--- src/rtl/data_stack.sv ---
// Data-stack storage stage: top two entries in dedicated registers, deeper
// entries in a pointer-addressed register array, with sticky misuse flags.
module data_stack #(
  parameter int WIDTH = 16,
  parameter int DEPTH = 16
) (
  input  logic                       CLK,
  input  logic                       reset,
  input  logic [2:0]                 stackOP,
  input  logic [WIDTH-1:0]           writeData,
  output logic [WIDTH-1:0]           top,
  output logic [WIDTH-1:0]           second,
  output logic [$clog2(DEPTH+1)-1:0] count,
  output logic                       empty,
  output logic                       full,
  output logic                       overflow,
  output logic                       underflow
);

  localparam int CW = $clog2(DEPTH+1);
  localparam int AD = DEPTH - 2;
  localparam int AW = (AD > 1) ? $clog2(AD) : 1;

  localparam logic [2:0] OP_NONE = 3'd0;
  localparam logic [2:0] OP_PUSH = 3'd1;
  localparam logic [2:0] OP_PAR  = 3'd2;
  localparam logic [2:0] OP_POP  = 3'd3;
  localparam logic [2:0] OP_POP2 = 3'd4;
  localparam logic [2:0] OP_SWAP = 3'd5;

  // No handshake: one command is consumed at every rising edge of CLK.
  logic [WIDTH-1:0] top_q, top_d;
  logic [WIDTH-1:0] second_q, second_d;
  logic [CW-1:0]    count_q, count_d;
  logic             ovf_q, ovf_d;
  logic             unf_q, unf_d;
  logic [WIDTH-1:0] mem_q [AD];

  logic [CW-1:0]    idx2_full, idx3_full, widx_full;
  logic [AW-1:0]    idx2, idx3, widx;
  logic [WIDTH-1:0] entry2, entry3;
  logic             mem_we;

  // The array is filled bottom-up: the entry just below `second` sits at count-3.
  assign idx2_full = count_q - CW'(3);
  assign idx3_full = count_q - CW'(4);
  assign widx_full = count_q - CW'(2);
  assign idx2      = idx2_full[AW-1:0];
  assign idx3      = idx3_full[AW-1:0];
  assign widx      = widx_full[AW-1:0];
  assign entry2    = (count_q >= CW'(3)) ? mem_q[idx2] : '0;
  assign entry3    = (count_q >= CW'(4)) ? mem_q[idx3] : '0;

  always_comb begin
    top_d    = top_q;
    second_d = second_q;
    count_d  = count_q;
    ovf_d    = ovf_q;
    unf_d    = unf_q;
    mem_we   = 1'b0;
    case (stackOP)
      OP_PUSH: begin
        if (count_q < CW'(DEPTH)) begin
          top_d    = writeData;
          second_d = top_q;
          count_d  = count_q + CW'(1);
          mem_we   = (count_q >= CW'(2));
        end else begin
          ovf_d = 1'b1;
        end
      end
      OP_PAR: begin
        if (count_q >= CW'(2)) begin
          top_d    = writeData;
          second_d = entry2;
          count_d  = count_q - CW'(1);
        end else begin
          unf_d = 1'b1;
        end
      end
      OP_POP: begin
        if (count_q >= CW'(1)) begin
          top_d    = second_q;
          second_d = entry2;
          count_d  = count_q - CW'(1);
        end else begin
          unf_d = 1'b1;
        end
      end
      OP_POP2: begin
        if (count_q >= CW'(2)) begin
          top_d    = entry2;
          second_d = entry3;
          count_d  = count_q - CW'(2);
        end else begin
          unf_d = 1'b1;
        end
      end
      OP_SWAP: begin
        if (count_q >= CW'(2)) begin
          top_d    = second_q;
          second_d = top_q;
        end else begin
          unf_d = 1'b1;
        end
      end
      default: ;
    endcase
  end

  always_ff @(posedge CLK or negedge reset) begin
    if (!reset) begin
      top_q    <= '0;
      second_q <= '0;
      count_q  <= '0;
      ovf_q    <= 1'b0;
      unf_q    <= 1'b0;
    end else begin
      top_q    <= top_d;
      second_q <= second_d;
      count_q  <= count_d;
      ovf_q    <= ovf_d;
      unf_q    <= unf_d;
    end
  end

  // Array contents are never visible past the count, so they need no reset.
  always_ff @(posedge CLK) begin
    if (mem_we) mem_q[widx] <= second_q;
  end

  assign top       = top_q;
  assign second    = second_q;
  assign count     = count_q;
  assign empty     = (count_q == '0);
  assign full      = (count_q == CW'(DEPTH));
  assign overflow  = ovf_q;
  assign underflow = unf_q;

endmodule

--- config.mk ---
export PLATFORM = sky130hd
export DESIGN_NAME = data_stack
export DESIGN_NICKNAME = d
export VERILOG_FILES = /design/src/rtl/data_stack.sv
export SDC_FILE = /design/constraint.sdc
export NUM_CORES = 1
export LEC_CHECK = 0
export CAP_MARGIN = 20
export CORE_MARGIN = 2
export CORE_UTILIZATION = 30
export DETAILED_ROUTE_END_ITERATION = 10
export GPL_ROUTABILITY_DRIVEN = 0
export PLACE_DENSITY = 0.43
export RECOVER_POWER = 25
export REMOVE_ABC_BUFFERS = 1
export SYNTH_ARGS = -nofsm -noshare
export SYNTH_HDL_FRONTEND = slang
export SYNTH_SLANG_ARGS = --single-unit
--- constraint.sdc ---
create_clock -name CLK -period 4.5 [get_ports CLK]
set_input_delay 0.675 -clock CLK [delete_from_list [all_inputs] [get_ports CLK]]
set_output_delay 0.675 -clock CLK [all_outputs]
set_load 0.005 [all_outputs]
======== After elaboration in Yosys (flattened, before gate mapping) ========
Memory sizes are Yosys's and may differ from the RTL's.
Cells that the tools add are included.
word-level totals
  register bits ........................... 39
  bits in writable memories ............... 224
  output and inout port bits .............. 41
  memories ................................ 1
cells by class
  add/subtract/negate cells ............... 5
  magnitude comparators ................... 5
  equality and inequality tests ........... 13
  muxes and demuxes ....................... 25
  bitwise operators ....................... 1
  reductions and logical operators ........ 9
memory list
  memory  depth  bits a word  rd ports  clocked after memory_dff  write ports  RTL line  source
  mem_q   14     16           2         0                         1            37        logic [WIDTH-1:0] mem_q [AD];
operator list
  operator               number
  $mux W16               11
  $pmux W16 S5           2
  $mux W5                4
  $pmux W5 S4            1
  $ne A2 B2 Y1 const B   7
  $ge A5 B2 Y1 const B   2
  $eq A3 B2 Y1 const B   2
  $eq A3 B3 Y1 const B   2
  $mux W1                6
  $reduce_and A6 Y1      1
  $add A5 B1 Y5 const B  1
  $eq A5 B5 Y1 const B   1
  $ge A5 B1 Y1 const B   1
  $ge A5 B3 Y1 const B   1
  $logic_not A5 Y1       1
  $lt A5 B5 Y1 const B   1
  $reduce_and A5 Y1      1
  $reduce_bool A5 Y1     1
  $sub A5 B1 Y5 const B  1
  $sub A5 B2 Y5 const B  1
  $reduce_bool A4 Y1     1
  $sub A4 B2 Y4 const B  1
  $sub A4 B3 Y4 const B  1
  $eq A3 B1 Y1 const B   1
  other kinds (6)        6

======== Longest topological paths before layout ========
  depth after elaboration ................. 5
  mapped depth ............................ 14
  gate-level depth less buffers ........... 8

======== Worst setup path before layout ========
OpenSTA, ideal clock, no wires.
  path type ............................... flip-flop to flip-flop
  start ................................... reg count_q[1] (netlist: count[1])
  end ..................................... mem mem_q[12][0] (enable)
  library setup time ...................... 409 ps
  arrival time ............................ 3212 ps
  data required time ...................... 4091 ps
  path slack .............................. 879 ps
  cell stages (with the launch flop) ...... 11
  path buffers ............................ 3
  period minus slack after synthesis ...... 3621 ps
  cells stage by stage .................... dfrtp_1 buf_2 buf_2 buf_2 inv_1 ha_1 or3b_1 a21oi_2 nor2_1 nand2_1 nor3_1
between the ends
  longest elaborated chain between the ends .. 5
  elaborated cells between the ends (all ways) .. 7
ends and longest elaborated chain
  item                                          RTL line  source
  start, declared                               34        logic [CW-1:0] count_q, count_d;
  start signal, assigned                        121       count_q <= count_d;
  $ge A5 B2 Y1 or $lt A5 B5 Y1 (tied branches)  67, 63
  $mux W1                                       63        if (count_q < CW'(DEPTH)) begin
  $mux W1                                       61        case (stackOP)
  $mux W1                                       129       if (mem_we) mem_q[widx] <= second_q;
  $mux W1 (not written as such)                 129
  end, declared                                 37
Several ways; a longest one is shown, not always the timed one.

======== Worst setup path in the final report ========
  start ................................... reg count_q[0] (netlist: count[0])
  end ..................................... reg second_q[10] (netlist: second[10])
between the ends
  longest elaborated chain between the ends .. 5
  elaborated cells between the ends (all ways) .. 20
ends and longest elaborated chain
  item                                            RTL line    source
  $sub A4 B3 Y4 or $sub A4 B2 Y4 (tied branches)  46, 45
  $mem_v2 Z14 W16                                 -
  $mux W16, on equally long branches              52, 51
  $mux W16, on equally long branches              91, 73, 82
  $pmux W16 S5                                    61
  end signal, assigned                            120         second_q <= second_d;
  end, declared                                   33          logic [WIDTH-1:0] second_q, second_d;
Several ways; a longest one is shown, not always the timed one. The select of a mux whose other input is x is not followed.
A chain may end at the register's enable or synchronous reset.

==> summary.md <==
| Metric | Value |
|---|---|
| YS warnings | `0` |
| Tmin final | `3511 ps` |
| Netlist cell types | `45` |
| Int Pwr | `6833 uW` |
| Fin nets | `987` |
| Routed wire length | `41940 um` |
| Antenna violations before repair | `0` |
| Worst Path Buf+Inv | `1` |
| Clock skew | `7.981 ps` |
| Fin util | `35.73%` |
| Post-synth ARST share | `14.83%` |
| RSZ-0062 raised after global routing | `false` |
| Clock Latency Late Sink | `570 ps` |
| Max stage delay on crit path | `910 ps` |
| Wire length per cell | `26.90 um` |
| Switching Power | `4692 uW` |
| Cts repair resizes | `0` |
| Via density | `5.485` |
| Max Root-Sink Buffers | `3` |
| DR DRC count | `0` |
| Total core area | `43170 um^2` |
| I/O pin count | `62` |
| Vias | `8551` |
| Post-synth EDFFs | `224` |
| Cell total after placement | `1504` |
| Die area | `45570 um^2` |
| Share of cells above drive strength 1 | `21.46%` |
| Fin cells | `1559` |
| Cell family with most CP delay | `simple AND/OR/NAND/NOR gates` |
| PwrDens | `747.1 nW/um^2` |
| Seq pwr share | `31.2%` |
| Mapped Avg Cell Area | `14.81 um^2` |
| Peak Freq | `284.8 MHz` |
| Worst vdd ir | `0.3060 mV` |
| XOR/XNOR share of the synthesized area | `0.7414%` |
| Worst-path cell chain | `buf_4, ha_1, xnor2_2, and3_1, a32oi_1, o21ai_0, o22a_1` |
| Arrival @ worst endpoint | `4010 ps` |
| Post-synthesis mux area share | `18.87%` |
| Adder-Cell Fraction of Synth Area | `1.331%` |
| Global-route usage over all layers | `18.57%` |
| Period utilization | `78.03%` |
| Register area share after synthesis | `58.51%` |
| TritonCTS clock tree | `done` |
| Worst-margin pin slew | `1421 ps` |
| Post-Synth Simple-Gate Area | `5.969%` |
| Most frequent cells in the layout | `224 x edfxtp_1, 81 x mux4_2, 59 x clkdlybuf4s50_1, 49 x mux2i_1, 48 x nand2_1` |
| Synth-to-layout area growth | `17.18%` |
| Post-Syn Area | `13160 um^2` |
| Row Count | `76` |
| Outcome | `complete, no violations` |
| Largest family of logic cells by synthesized area | `multiplexers` |
| Worst Path Max Fanout | `48` |
| Final ANT Viol Nets | `0` |
| Final hold violation count | `0` |
| Initial Util | `30.49%` |
| Post-DP HPWL | `29330 um` |
| Clock root buffer | `clkbuf_16` |
| Post-CTS setup buffer count | `0` |
| Crit path from | `count[0]` |
| Num CTS Buffers | `30` |
| Setup crit start kind | `flop` |
| Rel. slew slack | `5.251%` |
| GRT overflow | `0` |
| CTS sink cnt | `263` |
| Req. time, crit path | `5000 ps` |
| Cell count after synthesis | `889` |
| Htree depth | `1` |
| Max cap viols | `0` |
| # hold bufs at CTS | `0` |
| Design Area, Final | `15430 um^2` |
| Antenna Cells | `0` |
| FF+latch count, synth | `263` |
| Die H | `213.5 um` |
| I/O Buffers | `61` |
| First-pass GRT wire length | `61040 um` |
| Starting DRT DRC Count | `866` |
| Most common cell after layout, fill and taps aside | `edfxtp_1` |
| Setup_tns | `0 ps` |
| Vias in the first global route | `8437` |
| Crit. End Element | `flop` |
| Synth Flop Type | `edfxtp_1` |
| Crit path max-delay cell type | `and3_1` |
| R2R Path Start | `count[0]` |
| Die X | `213.5 um` |
| Clock share of power | `21.0%` |
| Leak | `0.005053 uW` |
| Largest net degree at the start of global routing | `54` |
| Final Setup Violations | `0` |
| Sw frac | `40.72%` |
| Max-slew violation count | `0` |
| Placed Area | `14490 um^2` |
| Clock-pin slew on the worst setup and hold paths | `60 ps` |
| Post-synthesis compound-gate area fraction | `11.52%` |
| Worst Hold Class | `in -> async` |
| Critical path class | `reg -> reg` |
| Comb power frac | `47.8%` |
| First-pass iteration count of the detailed router | `5` |
cell usage after synthesis, types with 14 or more instances:
library cell | count | area share (%)
dfrtp_1 | 39 | 7.4
nand2_1 | 48 | 1.4
buf_2 | 19 | 0.72
o22a_1 | 15 | 1.0
nor2_1 | 56 | 1.6
mux4_2 | 81 | 14
ha_1 | 14 | 1.3
mux2i_1 | 49 | 3.7
nand3_1 | 27 | 1.0
mux2_2 | 15 | 1.3
nor2b_1 | 14 | 0.67
clkbuf_1 | 29 | 0.83
o221ai_1 | 25 | 1.7
o21ai_0 | 21 | 0.80
o22ai_1 | 17 | 0.81
edfxtp_1 | 224 | 51
a21oi_1 | 41 | 1.6
a211oi_1 | 15 | 0.86
a221oi_1 | 18 | 1.2
power by group through the flow:
| stage | combinational [uW] | sequential (uW) | clock [uW] |
|---|---|---|---|
| floorplan | 3230 | 3800 | 0 |
| global placement | 5600 | 3650 | 0 |
| detailed placement | 5540 | 3640 | 0 |
| CTS | 5550 | 3600 | 2480 |
| global route | 5910 | 3650 | 2580 |
| finish | 5510 | 3600 | 2420 |
metrics by stage:
stage          worst slack (ps)  total power (uW)  hold slack [ps]
2_1_floorplan             -2888              7037            379.4
3_3_place_gp              925.6              9245            552.1
3_5_place_dp              940.3              9181            552.4
4_1_cts                    1021             11630            305.4
5_1_grt                   805.3             12140            362.6
6_report                  988.7             11530            297.9
area by class of cell:
| class | instances | area (um^2) |
|---|---|---|
| multi-input cells | 550 | 5124 |
| clock buffers | 37 | 798.3 |
| fillers | 4162 | 27750 |
| clock inverters | 17 | 161.4 |
| repair buffers | 101 | 878.3 |
| flip-flops and latches | 263 | 7710 |
| inverters | 6 | 22.52 |
| well taps | 585 | 732.0 |
routing by layer:
metal | routed length (um) | up-vias | GRT usage, %
li1 | - | 3753 | -
met4 | 576 | 0 | 3.760
met5 | 0 | - | 0
met3 | 2178 | 36 | 2.519
met2 | 17860 | 264 | 26.81
met1 | 21330 | 4498 | 29.54
cells by family after synthesis:
| kind of cell | after synthesis |
|---|---|
| multiplexers | 145 |
| flip-flops | 263 |
| adder cells (fa/ha/maj) | 14 |
| AND/OR/NAND/NOR | 173 |
| AO/OA/AOI/OAI | 209 |
| XOR/XNOR | 9 |
| buffers and inverters | 76 |
final timing paths:
| path | slack (ps) | to | depth (start not counted) |
|---|---|---|---|
| min in group CLK | 560 | top[12] | 2 |
| setup / recovery | 990 | second[10] | 7 |
| max in group asynchronous | 2160 | count[1] | 2 |
| hold / removal | 300 | top[1] | 1 |
| setup reg to reg | 990 | second[10] | 7 |
| hold reg to reg | 560 | top[12] | 2 |
registers in the layout (all words and copies together), names as in the netlist:
| register | flops |
|---|---|
| count | 5 |
| mem_q | 224 |
| overflow | 1 |
| second | 16 |
| top | 16 |
| underflow | 1 |
worst register-to-register path: stages, from the launching register on:
cell,delay [ps]
dfrtp_4,480
buf_4,330
ha_1,380
xnor2_2,690
and3_1,910
a32oi_1,280
o21ai_0,190
o22a_1,180
No activity file was read; power rests on OpenSTA's default activity.
